**config.mk**
```make
export PLATFORM = sky130hd
export DESIGN_NAME = uart_tx_axis
export DESIGN_NICKNAME = d
export VERILOG_FILES = /design/src/rtl/uart_tx_axis.sv
export SDC_FILE = /design/constraint.sdc
export NUM_CORES = 1
export LEC_CHECK = 0
export ABC_AREA = 0
export ABC_CLOCK_PERIOD_IN_PS = 2050
export BUFFER_PORTS_ARGS = -buffer_cell sky130_fd_sc_hd__buf_2
export CAP_MARGIN = 20
export CELL_PAD_IN_SITES_DETAIL_PLACEMENT = 1
export CELL_PAD_IN_SITES_GLOBAL_PLACEMENT = 1
export CORE_UTILIZATION = 35
export CTS_CLUSTER_SIZE = 8
export DETAILED_ROUTE_END_ITERATION = 7
export PLACE_DENSITY_LB_ADDON = 0.2
export SKIP_CTS_REPAIR_TIMING = 1
export SLEW_MARGIN = 30
export SYNTH_ARGS = -nofsm -noshare
export SYNTH_HDL_FRONTEND = slang
export SYNTH_SLANG_ARGS = --single-unit
export TNS_END_PERCENT = 5
```
**constraint.sdc**
```tcl
create_clock -name clk -period 2.05 [get_ports clk]
set_input_delay 0.205 -clock clk [delete_from_list [all_inputs] [get_ports clk]]
set_output_delay 0.205 -clock clk [all_outputs]
set_load 0.01 [all_outputs]
```
**src/rtl/uart_tx_axis.sv**
```systemverilog
// uart_tx_axis: UART transmitter fed by an AXI4-Stream slave port.
// Frame on tx: start bit (0), DATA_BITS data bits LSB first, optional parity
// bit, stop bit(s) (1). Every bit lasts BAUD_DIV = CLK_FREQ/BAUD clocks.
// tx is registered from the current state, so the start bit appears on the
// clock after the handshake edge.
// Build option: define UART_TX_STOP2_EN to send two stop bits per frame.
// PARITY values other than "even"/"odd" transmit without a parity bit.
module uart_tx_axis #(
  parameter int    CLK_FREQ  = 50_000_000,
  parameter int    BAUD      = 115200,
  parameter int    DATA_BITS = 8,
  parameter string PARITY    = "even"
) (
  input  logic                 clk,
  input  logic                 rst,
  input  logic [DATA_BITS-1:0] s_axis_tdata,
  input  logic                 s_axis_tvalid,
  output logic                 s_axis_tready,
  output logic                 tx,
  output logic                 tx_busy
);

  localparam int BAUD_DIV = CLK_FREQ / BAUD;
  localparam int BAUD_W   = (BAUD_DIV > 1) ? $clog2(BAUD_DIV) : 1;
  localparam int BIT_W    = (DATA_BITS > 1) ? $clog2(DATA_BITS) : 1;
  localparam bit PAR_EN   = (PARITY == "even") || (PARITY == "odd");
  localparam bit PAR_ODD  = (PARITY == "odd");

  typedef enum logic [2:0] {
    IDLE,
    START,
    DATA,
    PARITY_S,
    STOP
  } state_e;

  state_e               state_q, state_d;
  logic [BAUD_W-1:0]    baud_q, baud_d;
  logic [BIT_W-1:0]     bit_q, bit_d;
  logic [DATA_BITS-1:0] shift_q, shift_d;
  logic                 par_q, par_d;
  logic                 tx_q, tx_d;
  logic                 baud_end;

  // Last clock of the current bit period.
  assign baud_end = (baud_q == BAUD_W'(BAUD_DIV - 1));

  // Handshake and status flags are decoded from the state register only,
  // so there is no combinational path from tvalid to tready.
  assign s_axis_tready = (state_q == IDLE);
  assign tx_busy       = (state_q != IDLE);
  assign tx            = tx_q;

  // State and datapath registers; reset forces the line idle-high at once.
  // NOTE: sequential state uses non-blocking assignments so every register
  // samples the pre-edge values computed by the combinational block.
  // NOTE: the shift register is a handful of flops, not a memory array, so
  // it is cleared with the rest of the state to give a fully defined reset.
  always_ff @(posedge clk or posedge rst) begin
    if (rst) begin
      state_q <= IDLE;
      baud_q  <= '0;
      bit_q   <= '0;
      shift_q <= '0;
      par_q   <= 1'b0;
      tx_q    <= 1'b1;
    end else begin
      state_q <= state_d;
      baud_q  <= baud_d;
      bit_q   <= bit_d;
      shift_q <= shift_d;
      par_q   <= par_d;
      tx_q    <= tx_d;
    end
  end

  // Next-state, bit timing and line-level decode for the frame sequencer.
  // NOTE: every variable gets a default before the case statement so no
  // path through the block can leave one unassigned and infer a latch.
  always_comb begin
    state_d = state_q;
    baud_d  = baud_q;
    bit_d   = bit_q;
    shift_d = shift_q;
    par_d   = par_q;
    tx_d    = 1'b1;

    if (state_q != IDLE) begin
      baud_d = baud_end ? '0 : baud_q + 1'b1;
    end

    case (state_q)
      IDLE: begin
        baud_d = '0;
        bit_d  = '0;
        if (s_axis_tvalid) begin
          shift_d = s_axis_tdata;
          par_d   = (^s_axis_tdata) ^ PAR_ODD;
          state_d = START;
        end
      end

      START: begin
        tx_d = 1'b0;
        if (baud_end) begin
          bit_d   = '0;
          state_d = DATA;
        end
      end

      DATA: begin
        tx_d = shift_q[0];
        if (baud_end) begin
          shift_d = shift_q >> 1;
          if (bit_q == BIT_W'(DATA_BITS - 1)) begin
            bit_d   = '0;
            state_d = PAR_EN ? PARITY_S : STOP;
          end else begin
            bit_d = bit_q + 1'b1;
          end
        end
      end

      PARITY_S: begin
        tx_d = par_q;
        if (baud_end) begin
          state_d = STOP;
        end
      end

      STOP: begin
        tx_d = 1'b1;
        if (baud_end) begin
`ifdef UART_TX_STOP2_EN
          // bit_cnt is idle in STOP, so it counts the two stop bits.
          if (bit_q == '0) begin
            bit_d = BIT_W'(1);
          end else begin
            bit_d   = '0;
            state_d = IDLE;
          end
`else
          state_d = IDLE;
`endif
        end
      end

      default: begin
        state_d = IDLE;
      end
    endcase
  end

endmodule

```
==> results by group, run 1 <==
Timing
  • Setup_tns: 0 ns
  • Final period demand of the worst path: 1.70 ns
  • Max-slew headroom: ~70%
  • RSZ-0062 raised after global routing: no
  • Peak Freq: 0.587 GHz
  • Final Max Tran Viols: 0
  • Hold slack: -0.0339 ns
  • Actual slew at the worst max-slew pin: 0.452 ns
  • Skew final: about 0.0033 ns
  • Final count of hold timing violations: 24
  • Tcrit/Tclk final: between 80% and 90%
  • PnR worst setup slack: ~0.35 ns
  • Final setup viols: 0

Place
  • DPL Wire Length: 2.07 mm
  • GP Congestion: a little over 0.7
  • DP Worst Slack: about 0.36 ns
  • Port Buffer Count: 13
  • Placed inst area: roughly 1400 um^2

Synthesis
  • Post-synth ARST share: 100%
  • Ys flop type: dfrtp_1
  • Synth Cell Area: about 1300 um^2
  • FF+latch count, synth: 25
  • Synth top area cells: dfrtp_1, xnor2_1, mux2i_1, ha_1, a32o_1
  • Yosys top cell area share: about 45%
  • Commonest cells in the netlist: dfrtp_1, xnor2_1, nand2_1, nor2_1, mux2i_1
  • Largest area contributor in the netlist: dfrtp_1
  • Syn. warnings: 0
  • Top-count cell post-synth: dfrtp_1
  • Mean Syn Cell Area: between 10 and 15 um^2
  • Sequential share of the synthesized area: 46.8%
  • Post-synth cell types: 38
  • Cells after Synth: 124
  • Post-synth EDFFs: 0
  • Net Count, Synth: 139

Route
  • Met2 WL post-DR: 1.31 mm
  • Wl on met1: between 1 and 1.5 mm
  • Vias per cell: a little over 5
  • Routed Antenna Nets: 0
  • Drt pass-1 iters: 4
  • Initial DRC Count: 31
  • Met3 wire len: around 46 um
  • Residual DRC: 0
  • Wirelength per Cell: between 10 and 15 um
  • Via count: a little under 1000
  • Highest routed layer: met4
  • Routed wire length: roughly 2.7 mm

Floorplan
  • Die area: between 4000 and 5000 um^2
  • Initial Utilization: 36.6%
  • FP Rows: 22
  • Die Ht: approximately 64 um
  • Core footprint: ~3700 um^2
  • Ports: 14
  • Die width: about 64 um

Layout
  • Register area: ~630 um^2
  • Net count, final: ~150
  • Multi-input logic area: 657 um^2
  • Post-route design area: 1490 um^2
  • Synth-to-Final Area Change: 11.4%
  • # fillers: 414
  • Layout cells sized above 1: between 10% and 20%
  • # diodes: 0

CTS
  • Longest Clk Path Bufs: 2
  • Clock Pin Slew Worst Setup and Hold Paths: about 0.090 ns
  • CTS tree: done
  • Clk root buf: clkbuf_8
  • Num CTS Buffers: 3
  • CTS Sinks: 25
  • Clk_lat worst skew: about 0.27 ns
  • # H-tree levels: 1

Power and ir drop
  • Final total power: about 850 uW
  • Worst vdd ir: ~270 uV
  • Leakage power: around 0.00063 uW
  • PwrDens: ~570 nW/um^2

Worst setup path
  • RR Endpoint: bit_q[0]
  • Worst EP required: roughly 2.2 ns
  • Buffers & Inverters on Critical Path: 1
  • Critical path's slowest cell: dfrtp_1
  • R2r startpoint: baud_q[1]
  • Worst setup EP type: flip-flop
  • Worst Setup Path Type: reg2reg
  • R2R setup slack: 0.35 ns
  • CP peak stage delay: 0.40 ns
  • Critical Path Source Type: flip-flop
  • R2R depth: 6
  • Max Fanout on Critical Path: 4
  • Worst path arrival time: between 1.5 and 2 ns
  • Crit path cell chain: inv_1 -> ha_1 -> and4b_4 -> nand2_2 -> a211o_1 -> a22o_1
  • CP Depth: 6
  • CP top delay family: compound AO/OA/AOI/OAI gates

GRT
  • Global Route Usage Sum: between 10% and 20%
  • Global-route wire length before repair: between 4 and 5 mm
  • Initial antenna violation count: 0
  • Largest net degree at the start of global routing: 26
  • Grt total ovfl: 0
  • Vias in the first global route: between 1000 and 1500

Outcome
  • Outcome: complete, but fails checks
  • Violated checks: hold timing

Min path
  • Worst Hold Class: in2async

Run
  • Max-Cap Viols: 0
## stage by stage
step / instances / util, %
after floorplan: 124 / -
after global placement: 182 / 39.5
after detailed placement: 182 / 39.5
after CTS: 186 / 40.7
after global routing: 186 / 40.7
final: 186 / 40.7
## layer usage
| layer | vias up | track usage [%] |
|---|---|---|
| met1 | 482 | 20.2 |
| met3 | 4 | 1.61 |
| met5 | - | 0 |
| met4 | 0 | 5.11 |
| li1 | 466 | - |
| met2 | 12 | 24.1 |
## flip-flops by register name (all words and copies together) (netlist names)
signal and flops:
par_q 1, baud_q 9, tx 1, shift_q 8, state_q 3, bit_q 3
## cells by family (layout without fill, tap and decap cells)
group / count (synthesis) / in the layout / share of synthesized area [%]
simple gates: 38 / 38 / 16.3
compound gates: 26 / 26 / 15.3
flops: 25 / 25 / 46.8
xor+xnor: 13 / 13 / 8.50
buf+inv: 11 / 25 / 4.11
mux: 7 / 7 / 5.23
fa+ha+maj: 4 / 4 / 3.74
## layout make-up
cell class / instances / area share, %
timing repair buffer: 15 / 5.37
sequential: 25 / 42.0
tap: 48 / 4.03
multi-input combinational: 88 / 44.0
inverter: 6 / 1.51
clock buffer: 4 / 3.02
## cell usage in the layout (no fill, tap or decap), drive strengths merged, types with 2 or more instances in the layout
master,count
mux2i,7
or3,2
and3,2
nor2,10
xor2,2
inv,6
ha,4
a21oi,4
nor3,3
o21ai,10
xnor2,11
a32o,4
a31oi,2
dfrtp,24
buf,15
nand2,11
clkbuf,4
nand3,3
## worst min-delay path, cell delays in order
cell and delay [ns]:
buf_2 0.09, inv_1 0.04, buf_4 0.30
## report_power, final
part	switching, uW	total, uW	leakage (uW)	internal, uW
sequential	0	493	0.000326	493
clock	158	297	0.0000228	139
combinational	29.5	55.6	0.000282	26.2
total	187	845	0.000631	658
## how the worst max path moves through the flow
stage                     startpoint  slack (ns)    endpoint
after global routing      state_q[1]        0.25  shift_q[1]
after global placement     baud_q[1]        0.38    bit_q[0]
after detailed placement   baud_q[1]        0.36    bit_q[0]
final                      baud_q[1]        0.35    bit_q[0]
after floorplan            baud_q[1]        0.49    bit_q[0]
after CTS                  baud_q[1]        0.34    bit_q[0]
No activity file was read; power rests on OpenSTA's default activity.
==> inputs of run 2 (changes only) <==
--- a/config.mk
+++ b/config.mk
@@ -6,7 +6,7 @@
 export NUM_CORES = 1
 export LEC_CHECK = 0
 export ABC_AREA = 0
-export ABC_CLOCK_PERIOD_IN_PS = 2050
+export ABC_CLOCK_PERIOD_IN_PS = 1700
 export BUFFER_PORTS_ARGS = -buffer_cell sky130_fd_sc_hd__buf_2
 export CAP_MARGIN = 20
 export CELL_PAD_IN_SITES_DETAIL_PLACEMENT = 1
==> constraint.sdc (replaced) <==
create_clock -name clk -period 1.7 [get_ports clk]
set_input_delay 0.17 -clock clk [delete_from_list [all_inputs] [get_ports clk]]
set_output_delay 0.17 -clock clk [all_outputs]
set_load 0.01 [all_outputs]
==> run 2 against run 1 <==
Effect of this change:
- the run now ends clean
- first-iteration DRC count up 26%
- routed wire length grew 0.55%
- combinational power grew 23%
- global-route usage rose by 0.97 points
- clock skew rose by 0.0011 ns
- clock power grew 18%
- largest cell class unchanged
- largest power group unchanged
==> results by group, run 2 (same netlist as run 1, synthesis figures left out) <==
GRT
  • Vias in the first global route: 1090
  • Global Route Usage Sum: ~16%
  • Largest net degree at the start of global routing: 26
  • Global-route wire length before repair: roughly 5 mm
  • Grt total ovfl: 0
  • Initial antenna violation count: 0

CTS
  • Longest Clk Path Bufs: 2
  • Clk root buf: clkbuf_8
  • Clock Pin Slew Worst Setup and Hold Paths: 0.09 ns
  • CTS Sinks: 25
  • CTS tree: done
  • Clk_lat worst skew: between 0.2 and 0.3 ns
  • # H-tree levels: 1
  • Num CTS Buffers: 3

Worst setup path
  • R2R depth: 6
  • Worst setup EP type: flip-flop
  • R2R setup slack: 0.06 ns
  • Critical Path Source Type: flip-flop
  • Worst Setup Path Type: reg2reg
  • Worst EP required: 1.86 ns
  • Max Fanout on Critical Path: 3
  • RR Endpoint: bit_q[1]
  • Worst path arrival time: 1.79 ns
  • Critical Path Start: baud_q[1]
  • Setup crit end: bit_q[1]
  • R2r startpoint: baud_q[1]

Layout
  • # fillers: between 400 and 500
  • Commonest non-fill, non-tap cell in the layout: dfrtp_1
  • Layout Cells excl Fill: between 150 and 200
  • Largest register by flop count: baud_q
  • Multi-input logic area: ~680 um^2
  • Biggest regs: baud_q: 9 flops, shift_q: 8 flops
  • # diodes: 0
  • Largest register FFs: 9
  • Register area: 628 um^2
  • Synth-to-Final Area Change: 16.9%
  • Commonest cells after routing, fill and taps aside: dfrtp_1, buf_2, xnor2_1
  • Layout cells sized above 1: about a quarter
  • Net count, final: roughly 160

Place
  • Port Buffer Count: 13
  • DPL Wire Length: 2.15 mm
  • GP Congestion: 0.751
  • Placed insts: between 150 and 200

Timing
  • Hold slack: between 0.15 and 0.2 ns
  • Peak Freq: slightly above 0.6 GHz
  • Max-slew headroom: a little over two thirds
  • RSZ-0062 raised after global routing: yes
  • Tcrit/Tclk final: a little over nine tenths
  • Final period demand of the worst path: between 1.5 and 2 ns
  • Skew final: between 0.004 and 0.005 ns
  • Final setup viols: 0
  • Final count of hold timing violations: 0
  • Actual slew at the worst max-slew pin: roughly 0.44 ns
  • Final Max Tran Viols: 0

Route
  • Vias per cell: around 5.1
  • Routed wire length: between 2 and 3 mm
  • Routed Antenna Nets: 0
  • Residual DRC: 0
  • Initial DRC Count: 39
  • Via count: 979
  • Wirelength per Cell: 14.4 um
  • Drt pass-1 iters: 4

Floorplan
  • FP Rows: 22
  • Die width: roughly 64 um
  • Die area: ~4100 um^2
  • Core footprint: 3660 um^2
  • Die Ht: 63.8 um
  • Ports: 14
  • Initial Utilization: 36.6%

Run
  • Max-Cap Viols: 0

Min path
  • Worst Hold Class: in2reg
  • Min-delay src: s_axis_tdata[7]

Power and ir drop
  • Worst vdd ir: 352 uV
  • Leakage power: 0.000663 uW
  • PwrDens: ~650 nW/um^2

Outcome
  • Outcome: finished clean
==> run 2: worst min-delay path by stage <==
| stage | end | slack [ns] | cells past startpoint |
|---|---|---|---|
| 3_5_place_dp | baud_q[0] | 0.24 | 3 |
| 4_1_cts | baud_q[0] | -0.05 | 3 |
| 5_1_grt | shift_q[7] | 0.19 | 2 |
| 2_1_floorplan | baud_q[0] | 0.20 | 1 |
| 3_3_place_gp | baud_q[0] | 0.24 | 3 |
| 6_report | shift_q[7] | 0.19 | 2 |
==> run 2: layout make-up <==
cell class,count,area share (%)
Clock buffer,3,2.64
Clock inverter,1,0.320
Inverter,6,1.44
Multi-Input combinational cell,88,43.2
Sequential cell,25,40.1
Tap cell,48,3.84
Timing Repair Buffer,20,8.47
==> run 2: through the flow <==
stage	worst slack (ns)	util (%)	setup TNS [ns]	total power, uW	instance area, um^2
2_1_floorplan	0.144	-	0	647	1340
3_3_place_gp	0.0909	40.7	0	673	1490
3_5_place_dp	0.00672	40.7	0	675	1490
4_1_cts	-0.0204	41.9	-0.0206	1030	1540
5_1_grt	-0.00973	42.8	-0.0185	1070	1570
6_report	0.0632	42.8	0	1010	1570
==> run 2: worst max-delay path: stages (launching register included) <==
cell	delay, ns
dfrtp_1	0.41
inv_2	0.07
ha_4	0.13
and4b_4	0.28
a31oi_2	0.10
a211o_1	0.32
a32o_1	0.22
==> run 2: metal layers <==
metal	share of wire (%)	GRT usage [%]	vias to the layer above	routed length (um)
met1	46	19.7	493	1270
met4	0.47	4.26	0	13
li1	-	-	474	-
met3	1.7	2.14	2	46
met5	0	0	-	0
met2	52	28.1	10	1420
==> run 2: power breakdown <==
part | internal [uW] | switching [uW] | total, uW
Combinational | 33.0 | 35.2 | 68.2
Sequential | 594 | 0 | 594
Clock | 164 | 186 | 350
Total | 791 | 222 | 1010
==> inputs of run 3 (changes only) <==
--- a/config.mk
+++ b/config.mk
@@ -9,8 +9,6 @@
 export ABC_CLOCK_PERIOD_IN_PS = 1700
 export BUFFER_PORTS_ARGS = -buffer_cell sky130_fd_sc_hd__buf_2
 export CAP_MARGIN = 20
-export CELL_PAD_IN_SITES_DETAIL_PLACEMENT = 1
-export CELL_PAD_IN_SITES_GLOBAL_PLACEMENT = 1
 export CORE_UTILIZATION = 35
 export CTS_CLUSTER_SIZE = 8
 export DETAILED_ROUTE_END_ITERATION = 7
==> run 3 against run 2 <==
Effect of this change:
- final cell count is 2.6% higher
- register-to-register slack hardly changed
- clock skew is 0.00080 ns lower
- first-iteration DRC count is 74% lower
- fmax is 0.39% higher
==> results by group, run 3 (same netlist as run 1, synthesis figures left out) <==
Layout
  • Synth-to-Final Area Change: 19.2%
  • Net count, final: about 160
  • Multi-input logic area: around 670 um^2
  • Layout Cells excl Fill: slightly below 200
  • # fillers: between 300 and 400
  • # diodes: 0
  • Layout cells sized above 1: around a quarter
  • Largest register by flop count: baud_q
  • Biggest regs: baud_q: 9 flops, shift_q: 8 flops
  • Commonest cells after routing, fill and taps aside: dfrtp_1, buf_2, xnor2_1
  • Commonest non-fill, non-tap cell in the layout: dfrtp_1
  • Register area: 627 um^2
  • Post-route design area: ~1600 um^2
  • Largest register FFs: 9

Route
  • Vias per cell: between 4 and 5
  • Routed Antenna Nets: 0
  • Via count: 963
  • Drt pass-1 iters: 4
  • Wirelength per Cell: approximately 12 um
  • Initial DRC Count: 10
  • Residual DRC: 0
  • Routed wire length: roughly 2.4 mm

CTS
  • CTS tree: done
  • # H-tree levels: 1
  • Num CTS Buffers: 3
  • Longest Clk Path Bufs: 2
  • Clk_lat worst skew: between 0.2 and 0.3 ns
  • Clk root buf: clkbuf_8
  • CTS Sinks: 25
  • Clock Pin Slew Worst Setup and Hold Paths: 0.09 ns

Worst setup path
  • Worst EP required: approximately 1.9 ns
  • Worst setup EP type: flip-flop
  • Max Fanout on Critical Path: 4
  • Worst path arrival time: 1.79 ns
  • Worst Setup Path Type: reg2reg
  • Critical Path Source Type: flip-flop

Run
  • Max-Cap Viols: 0

Place
  • DP Worst Slack: around 0.046 ns
  • Placed insts: ~190
  • GP Congestion: a little under 0.8
  • Port Buffer Count: 13
  • Placed inst area: approximately 1500 um^2
  • DPL Wire Length: between 1.5 and 2 mm

GRT
  • Global Route Usage Sum: 13.8%
  • Grt total ovfl: 0
  • Vias in the first global route: ~1000
  • Largest net degree at the start of global routing: 26
  • Initial antenna violation count: 0
  • Global-route wire length before repair: roughly 4.4 mm

Floorplan
  • Die area: a little over 4000 um^2
  • Ports: 14
  • FP Rows: 22
  • Initial Utilization: around 37%
  • Die width: approximately 64 um
  • Die Ht: ~64 um
  • Core footprint: approximately 3700 um^2

Timing
  • Hold slack: 0.181 ns
  • Final Max Tran Viols: 0
  • Final setup viols: 0
  • Skew final: between 0.003 and 0.004 ns
  • Max-slew headroom: roughly 71%
  • Final period demand of the worst path: around 1.6 ns
  • Final count of hold timing violations: 0
  • Setup_tns: 0 ns
  • PnR worst setup slack: a little under 0.07 ns
  • Actual slew at the worst max-slew pin: between 0.4 and 0.5 ns
  • Peak Freq: approximately 0.61 GHz
  • Tcrit/Tclk final: 95.9%

Min path
  • Worst Hold Class: in2reg

Power and ir drop
  • Worst vdd ir: roughly 340 uV
  • PwrDens: 636 nW/um^2
  • Leakage power: 0.000687 uW

Outcome
  • Outcome: finished clean
run 3: cell count changes in the layout (fill, tap and decap cells not counted), sizes merged:
cell | before | now
clkbuf | 3 | 4
clkinv | 1 | 0
buf | 19 | 24
run 3: layout make-up:
| class | count | share of cell area, % |
|---|---|---|
| tap | 48 | 3.76 |
| inverter | 6 | 1.41 |
| clock buffer | 4 | 2.82 |
| sequential | 25 | 39.3 |
| timing repair buffer | 25 | 10.7 |
| multi-input combinational | 88 | 42.0 |
run 3: power by group:
part,total [uW],switching (uW),internal [uW]
clock,353,185,167
combinational,67.4,34.4,33.0
sequential,594,0,594
run 3: routing by layer:
metal / part of all wire [%] / vias up / wire, um / GRT usage (%)
li1: - / 488 / - / -
met1: 50 / 458 / 1230 / 18.5
met2: 46 / 15 / 1130 / 21.9
met3: 3.1 / 2 / 75 / 2.14
met4: 0.57 / 0 / 14 / 5.97
met5: 0 / - / 0 / 0
run 3: stage by stage:
step           total power (uW)  util [%]
6_report                   1010      43.6
5_1_grt                    1060      43.6
4_1_cts                    1030      42.5
3_5_place_dp                673      41.3
3_3_place_gp                672      41.3
2_1_floorplan               647         -
run 3: final timing paths:
check,startpoint,to,slack (ns),cells past startpoint
worst max-delay path,baud_q[1],bit_q[0],0.07,6
min in group asynchronous,rst,shift_q[7],0.49,4
max in group asynchronous,rst,tx,0.91,4
worst max register to register,baud_q[1],bit_q[0],0.07,6
worst min register to register,shift_q[2],shift_q[2],0.49,2
worst min-delay path,s_axis_tvalid,par_q,0.18,2
run 3: worst max-delay path: stages, from the launching register on:
cell and delay, ns:
dfrtp_1 0.39, inv_1 0.06, ha_2 0.17, and4b_4 0.29
nand2_4 0.07, a211o_1 0.33, a22o_1 0.21
